[src/rtl/spi_xfer_pkg.sv]
// rtl/spi_xfer_pkg.sv - shared states, limits and helpers for the SPI transfer engine
package spi_xfer_pkg;

  // FSM state encoding
  localparam logic [2:0] ST_IDLE  = 3'd0;
  localparam logic [2:0] ST_SETUP = 3'd1;
  localparam logic [2:0] ST_SHIFT = 3'd2;
  localparam logic [2:0] ST_TAIL  = 3'd3;
  localparam logic [2:0] ST_DONE  = 3'd4;

  localparam int MAX_BYTES   = 4;
  localparam int DEFAULT_DIV = 2;

  // Byte counts 1..MAX_BYTES pass through; 0 and anything larger mean a full word
  function automatic logic [2:0] decode_nbytes(input logic [2:0] n);
    if (n == 3'd0 || n > 3'(MAX_BYTES)) return 3'(MAX_BYTES);
    return n;
  endfunction

endpackage

[src/rtl/spi_xfer_engine_spi_clk_gen.sv]
// rtl/spi_xfer_engine_spi_clk_gen.sv - half-period tick generator for the SPI shift engine
module spi_clk_gen #(
  parameter int DIV = 2
) (
  input  logic clk,
  input  logic rst,
  input  logic en,
  output logic tick
);

  localparam logic [7:0] RELOAD = 8'(DIV - 1);

  logic [7:0] cnt;

  assign tick = en && (cnt == 8'd0);

  // Count down while enabled; park at the reload value while idle so every
  // phase starts with a full DIV-cycle interval
  always_ff @(posedge clk or posedge rst) begin
    if (rst) begin
      cnt <= RELOAD;
    end else if (!en || cnt == 8'd0) begin
      cnt <= RELOAD;
    end else begin
      cnt <= cnt - 8'd1;
    end
  end

endmodule

[src/rtl/spi_xfer_engine.sv]
// rtl/spi_xfer_engine.sv - SPI mode-0 word shift engine; SPI_XFER_LOOPBACK_EN routes spi_mosi into the rx path
module spi_xfer_engine
  import spi_xfer_pkg::*;
#(
  parameter int DIV = DEFAULT_DIV
) (
  input  logic        clk,
  input  logic        rst,
  input  logic        start,
  input  logic [31:0] tx_data,
  input  logic [2:0]  nbytes,
  input  logic        hold_cs,
  output logic        busy,
  output logic        done,
  output logic [31:0] rx_data,
  output logic        spi_clk,
  output logic        spi_mosi,
  output logic        spi_csn,
  input  logic        spi_miso
);

  logic [2:0]  state;
  logic [31:0] tx_sh;
  logic [31:0] rx_sh;
  logic [5:0]  bits_left;
  logic        hold_q;
  logic        tick;
  logic        gen_en;
  logic        miso_src;
  logic [2:0]  nb_dec;
  logic [5:0]  nbits;

  assign nb_dec = decode_nbytes(nbytes);
  assign nbits  = {nb_dec, 3'b000};

  // tx word is kept left-aligned so the bit on the wire is always the top bit
  assign spi_mosi = tx_sh[31];

`ifdef SPI_XFER_LOOPBACK_EN
  assign miso_src = spi_mosi;
`else
  assign miso_src = spi_miso;
`endif

  assign gen_en = (state == ST_SETUP) || (state == ST_SHIFT) || (state == ST_TAIL);

  spi_clk_gen #(.DIV(DIV)) u_clk_gen (
    .clk  (clk),
    .rst  (rst),
    .en   (gen_en),
    .tick (tick)
  );

  // Word sequencing: latch on start, shift on SCK edges, publish result on DONE
  always_ff @(posedge clk or posedge rst) begin
    if (rst) begin
      state     <= ST_IDLE;
      tx_sh     <= 32'd0;
      rx_sh     <= 32'd0;
      rx_data   <= 32'd0;
      bits_left <= 6'd0;
      hold_q    <= 1'b0;
      spi_clk   <= 1'b0;
      spi_csn   <= 1'b1;
      busy      <= 1'b0;
      done      <= 1'b0;
    end else begin
      done <= 1'b0;
      case (state)
        ST_IDLE: begin
          if (start) begin
            tx_sh     <= tx_data << (6'd32 - nbits);
            rx_sh     <= 32'd0;
            bits_left <= nbits;
            hold_q    <= hold_cs;
            spi_csn   <= 1'b0;
            busy      <= 1'b1;
            state     <= ST_SETUP;
          end
        end
        ST_SETUP: begin
          if (tick) state <= ST_SHIFT;
        end
        ST_SHIFT: begin
          if (tick) begin
            spi_clk <= ~spi_clk;
            if (!spi_clk) begin
              rx_sh <= {rx_sh[30:0], miso_src};
            end else if (bits_left == 6'd1) begin
              state <= ST_TAIL;
            end else begin
              tx_sh     <= {tx_sh[30:0], 1'b0};
              bits_left <= bits_left - 6'd1;
            end
          end
        end
        ST_TAIL: begin
          if (tick) begin
            state   <= ST_DONE;
            done    <= 1'b1;
            busy    <= 1'b0;
            rx_data <= rx_sh;
            spi_csn <= ~hold_q;
          end
        end
        ST_DONE: begin
          state <= ST_IDLE;
        end
        default: begin
          state <= ST_IDLE;
        end
      endcase
    end
  end

endmodule

[config.mk]
export PLATFORM = sky130hd
export DESIGN_NAME = spi_xfer_engine
export DESIGN_NICKNAME = d
export VERILOG_FILES = /design/src/rtl/spi_xfer_pkg.sv /design/src/rtl/spi_xfer_engine_spi_clk_gen.sv /design/src/rtl/spi_xfer_engine.sv
export SDC_FILE = /design/constraint.sdc
export NUM_CORES = 1
export LEC_CHECK = 0
export ABC_AREA = 1
export BUFFER_PORTS_ARGS = -buffer_cell sky130_fd_sc_hd__clkbuf_2
export CAP_MARGIN = 0
export CORE_MARGIN = 2
export CORE_UTILIZATION = 58
export CTS_CLUSTER_SIZE = 20
export DETAILED_ROUTE_END_ITERATION = 10
export HOLD_SLACK_MARGIN = 0.06
export PLACE_DENSITY = 0.77
export SKIP_CTS_REPAIR_TIMING = 1
export SYNTH_ARGS = -nofsm -noshare
export SYNTH_HDL_FRONTEND = slang
export SYNTH_SLANG_ARGS = --single-unit
[constraint.sdc]
create_clock -name clk -period 4.35 [get_ports clk]
set_input_delay 0.87 -clock clk [delete_from_list [all_inputs] [get_ports clk]]
set_output_delay 0.87 -clock clk [all_outputs]
set_load 0.005 [all_outputs]
# Word level (Yosys, flattened, before mapping)
# Cells that the tools add are included.
[totals]
register_bits = 118
inputBits = 40
out_inout_bits = 37
word_cells = 81
[classes]
addsub = 3
n_lt_le_gt_ge = 1
n_eq_ne = 12
n_shift = 1
mux = 33
bitwise_logic = 2
n_reduce_logical = 18
[ops]
columns = ["op", "count"]
rows = [
  ["two-way mux 32 bit", 7],
  ["case mux 32 bit (2 select lines)", 2],
  ["left shift 32 x 6 -> 32 bit", 1],
  ["two-way mux 3 bit", 8],
  ["two-way mux 6 bit", 4],
  ["!= test 2 bit, second input constant", 7],
  ["case mux 3 bit (4 select lines)", 1],
  ["case mux 6 bit (2 select lines)", 1],
  ["logical NOT 8 bit", 1],
  ["two-way mux 8 bit", 1],
  ["subtractor 8 x 1 -> 8 bit, second input constant", 1],
  ["two-way mux 1 bit", 7],
  ["equality test 3 x 2 -> 1 bit, second input constant", 2],
  ["equality test 6 x 1 -> 1 bit, second input constant", 1],
  ["logical NOT 3 bit", 2],
  ["AND reduction 2 bit", 3],
  ["AND reduction 6 bit", 1],
  ["subtractor 6 x 1 -> 6 bit, second input constant", 1],
  ["subtractor 6 bit, first input constant", 1],
  ["AND reduction 5 bit", 1],
  ["logical OR 1 bit", 4],
  ["case mux 1 bit (2 select lines)", 2],
  ["AND reduction 4 bit", 1],
  ["nonzero test 2 bit", 2],
  ["other kinds (7)", 8],
]

# Depth between registers and ports, before layout
[logic_depth]
depth_word = 8
ltp_mapped = 18
ltp_nobuf = 14

# Modules after synthesis
# Synthesis repeated with hierarchy kept, for this count alone.
[hier_totals]
hier_cells = 795
hier_area_um2 = 5923.2
[modules_own_cells]
columns = ["mod", "n_inst", "cells_each", "area_each_um2", "seq_area_each_um2"]
rows = [
  ["spi_xfer_engine", 1, 740, 5475.3, 2753.9],
  ["spi_clk_gen", 1, 55, 447.9, 201.4],
]

# Least setup slack after synthesis
# Ideal clock, no wire load.
[synth_timing]
path_type = "input-to-reg"
start = "input nbytes[0]"
end = "register tx_sh[8]"
arrival_time_ns = 3.220
required_time_ns = 4.234
path_slack_ns = 1.013
stages = 14
path_buffers = 4
path_cell_list = "clkbuf_2 -> buf_2 -> or2_2 -> ha_1 -> inv_1 -> nand2_1 -> clkbuf_1 -> ha_1 -> clkinv_1 -> nand3_1 -> clkbuf_1 -> o21ai_0 -> nand2_1 -> nand2_1"
[synth_via]
elab_chain_cells = 8
[synth_rtl]
columns = ["element", "line", "text"]
rows = [
  ["from (decl)", "spi_xfer_engine.sv:11", "input logic [2:0] nbytes,"],
  ["greater-than comparator 3 bit or logical NOT 3 bit (tied branches)", "spi_xfer_pkg.sv:16", "if (n == 3'd0 || n > 3'(MAX_BYTES)) return 3'(MAX_BYTES);"],
  ["logical OR 1 bit", "spi_xfer_pkg.sv:16", ""],
  ["two-way mux 1 bit", "spi_xfer_pkg.sv:16", ""],
  ["two-way mux 3 bit (*)", "spi_xfer_pkg.sv:17", "return n;"],
  ["subtractor 6 bit (*)", "spi_xfer_engine.sv:72", "tx_sh <= tx_data << (6'd32 - nbits);"],
  ["left shift 32 x 6 -> 32 bit (*)", "spi_xfer_engine.sv:72", ""],
  ["two-way mux 32 bit (*)", "spi_xfer_engine.sv:71", "if (start) begin"],
  ["case mux 32 bit (2 select lines) (*)", "spi_xfer_engine.sv:69", "case (state)"],
  ["to (signal assigned)", "spi_xfer_engine.sv:72", ""],
  ["to (signal assigned)", "spi_xfer_engine.sv:92", "tx_sh <= {tx_sh[30:0], 1'b0};"],
  ["to (decl)", "spi_xfer_engine.sv:23", "logic [31:0] tx_sh;"],
]
# Mark *: on every way between the ends. The rest lies on a longest branch, timed or not. The select of a mux whose other input is x is not followed.
# A chain may end at the register's enable or synchronous reset.

# Final worst setup path
[layout_timing]
start = "input nbytes[0]"
end = "register tx_sh[4]"
# Same word-level chain as after synthesis.

==> out/qor.txt <==
Final wirelength - 13,400 µm
GP Congestion - 0.941
Worst setup path start - nbytes[0]
Clock root buffer - sky130_fd_sc_hd__clkbuf_8
Fmax - 0.274 GHz
Final hold violations - 0
Combined area of all synthesized cells - 6050 µm²
Number of distinct standard cells referenced by the synthesized netlist - 31
Final Max Tran Viols - 0
Count of boundary I/O pins - 77
Ratio of routed vias to standard cells - 5.22
Global Route Usage Sum - 25.4%
Antenna Violating Nets Remaining - 0
Power density over cell area - 385 nW/µm²
Cell type contributing the most total cell area after synthesis - sky130_fd_sc_hd__dfrtp_1
Setup TNS - 0 ps
Number of instances in the synthesized netlist - 769
Library cell with the highest instance count after synthesis - sky130_fd_sc_hd__nand2_1
Flip-flop cell with the highest count after synthesis - sky130_fd_sc_hd__dfrtp_1
Area growth from synthesis to final layout - 15.4%
Result of the run - finished clean
Number of buffers added by the clock tree synthesis step - 17
Setup Skew - 10.4 ps
Number of antenna violations at the first check in global routing - 0
Count of H-tree levels built during CTS - 4
Most used standard cells in the synthesized netlist - sky130_fd_sc_hd__nand2_1, sky130_fd_sc_hd__dfrtp_1, sky130_fd_sc_hd__inv_1, sky130_fd_sc_hd__nand3_1, sky130_fd_sc_hd__o21ai_2
Maximum number of pins on one net before global-route repair - 68
Placeable core area - 10,200 µm²
Avg Inst Size Synth - 7.87 µm²
Total number of vias - 5,113
Share of flip-flops with an asynchronous set or reset after synthesis - 100%
Critical path start-end classification - primary input to flip-flop
Crit. End Element - flip-flop
Post-synth EDFFs - 0
Top post-synthesis cells by area - sky130_fd_sc_hd__dfrtp_1, sky130_fd_sc_hd__nand2_1, sky130_fd_sc_hd__o21ai_2
TritonCTS clock tree - built
Overflow left after global routing - 0
Critical Path Fanout Max - 21
Non-filler instance count after layout - 980
Initial detailed-routing violation count - 471
Vias in the first global route - 4,950
Worst-case headroom to the max-slew limit - 23.5%
Worst Hold Class - primary input to asynchronous set/reset pin
Die boundary height - 106 µm
Nets in the synthesized netlist - 815
Critical register-to-register path startpoint - state[2]
Max-Cap Viols - 0
X dimension of the die - 106 µm
Total DRC errors in the routed layout - 0
Final setup fails - 0
Max Buffers Root-to-Sink - 2
Sequential share of the synthesized area - 48.8%
Leakage power figure - 3.71 nW
Insertion delay to the later sink of the worst-skew pair - 510 ps
Area share of the largest cell type after synthesis - 47.9%
Area of the die - 11,300 µm²
Fin crit share - 83.9%
Synthesized flop and latch total - 118
# clock sinks - 118
Detailed-routing iteration count for the pre-antenna-repair pass - 5
# nets final - 877
Post-layout minimum cycle time - 3650 ps
Synth Warn # - 0
Post-detailed-route wirelength per cell - 13.6 µm
Detailed-placement wirelength estimate - 8480 µm
Placed Instances - 948
Share of final-layout standard cells stronger than drive strength 1 - 20.3%
Port-buffer cells - 76
Type of origin of the critical path - primary input
Least-Margin Pin Slew - 1140 ps
Arrival time of data at the critical path endpoint - 4100 ps
Clock slew seen by the registers of the worst setup and hold paths - 60 ps
WP data required - 4800 ps
Floorplan row count - 37
Number of diodes added for antenna fixing - 0
Starting density of the core - 59.2%
Largest voltage drop on the vdd net - 0.000255 V
Setup repair after global routing missed its margin - false
Wire length of the first global-routing pass - 22,800 µm
==> flip-flops by register name (all words and copies together), names as in the netlist <==
signal,flops
busy,1
rx_sh,32
bits_left,6
u_clk_gen.cnt,8
spi_clk,1
state,3
done,1
rx_data,32
tx_sh,32
hold_q,1
spi_csn,1
==> worst max-delay path, stage by stage <==
cell and delay, ps:
sky130_fd_sc_hd__clkbuf_2 200, sky130_fd_sc_hd__or2_2 340, sky130_fd_sc_hd__ha_1 310, sky130_fd_sc_hd__inv_1 330, sky130_fd_sc_hd__nand2_1 140, sky130_fd_sc_hd__ha_1 480
sky130_fd_sc_hd__clkinv_1 90, sky130_fd_sc_hd__buf_4 220, sky130_fd_sc_hd__nand3_1 510, sky130_fd_sc_hd__o21ai_0 400, sky130_fd_sc_hd__nand2_1 100, sky130_fd_sc_hd__nand2_1 110
==> placed cells by master, fill, tap and decap left out, drive strengths merged, types with 5 or more instances in the layout <==
master    n
a21oi    10
and2      9
clkbuf   96
clkinv    6
dfrtp   116
ha        6
inv      71
nand2   329
nand3    61
nor2     32
o21ai    84
xor2      5
==> logic make-up (layout without fill, tap and decap cells) <==
kind of cell,Yosys count,in the layout,share of synthesized area [%]
AO/OA/AOI/OAI,95,95,10.1
XOR/XNOR,5,5,0.723
adder cells (fa/ha/maj),6,6,1.24
buffers and inverters,109,184,8.99
flip-flops,118,118,48.8
AND/OR/NAND/NOR,436,436,30.1
==> stage by stage <==
stage / instance area, µm² / setup slack, ps / util (%) / hold slack, ps / total power [mW]
2_1_floorplan: 6050 / 354 / - / 428 / 1.22
3_3_place_gp: 6380 / 409 / 62.4 / 439 / 1.27
3_5_place_dp: 6380 / 317 / 62.4 / 438 / 1.28
4_1_cts: 6990 / 763 / 68.3 / 461 / 2.70
5_1_grt: 6990 / 448 / 68.3 / 468 / 2.77
6_report: 6990 / 700 / 68.3 / 457 / 2.69
==> area by class of cell <==
cell class	instances	area [µm²]
Tap cell	136	170
Fill cell	818	3250
Clock inverter	12	179
Timing Repair Buffer	80	423
Sequential cell	118	2960
Multi-Input combinational cell	542	2560
Clock buffer	20	425
Inverter	72	275
==> report_power, final <==
group	leakage [nW]	switching [mW]	internal [mW]
registers	1.57	0.00383	1.11
logic	1.85	0.0994	0.0496
clock network	0.285	0.498	0.930
total	3.71	0.602	2.08
==> per-layer routing <==
metal / vias to the layer above / share of wire, % / global-route usage, %
met5: - / 0 / 0
met4: 0 / 2.9 / 10.7
met3: 40 / 4.5 / 5.82
met2: 144 / 49 / 41.9
met1: 2412 / 44 / 32.2
li1: 2517 / - / -
==> path summary, 6_finish.rpt <==
check | to | cells past startpoint | slack (ps)
worst max-delay path | tx_sh[4] | 12 | 700
worst min-delay path | tx_sh[22] | 2 | 460
worst max register to register | rx_sh[29] | 9 | 1740
worst min register to register | u_clk_gen.cnt[0] | 1 | 460
max in group asynchronous | rx_sh[17] | 3 | 3110
min in group clk | u_clk_gen.cnt[0] | 1 | 460
Power figures use the tool's default switching activity.
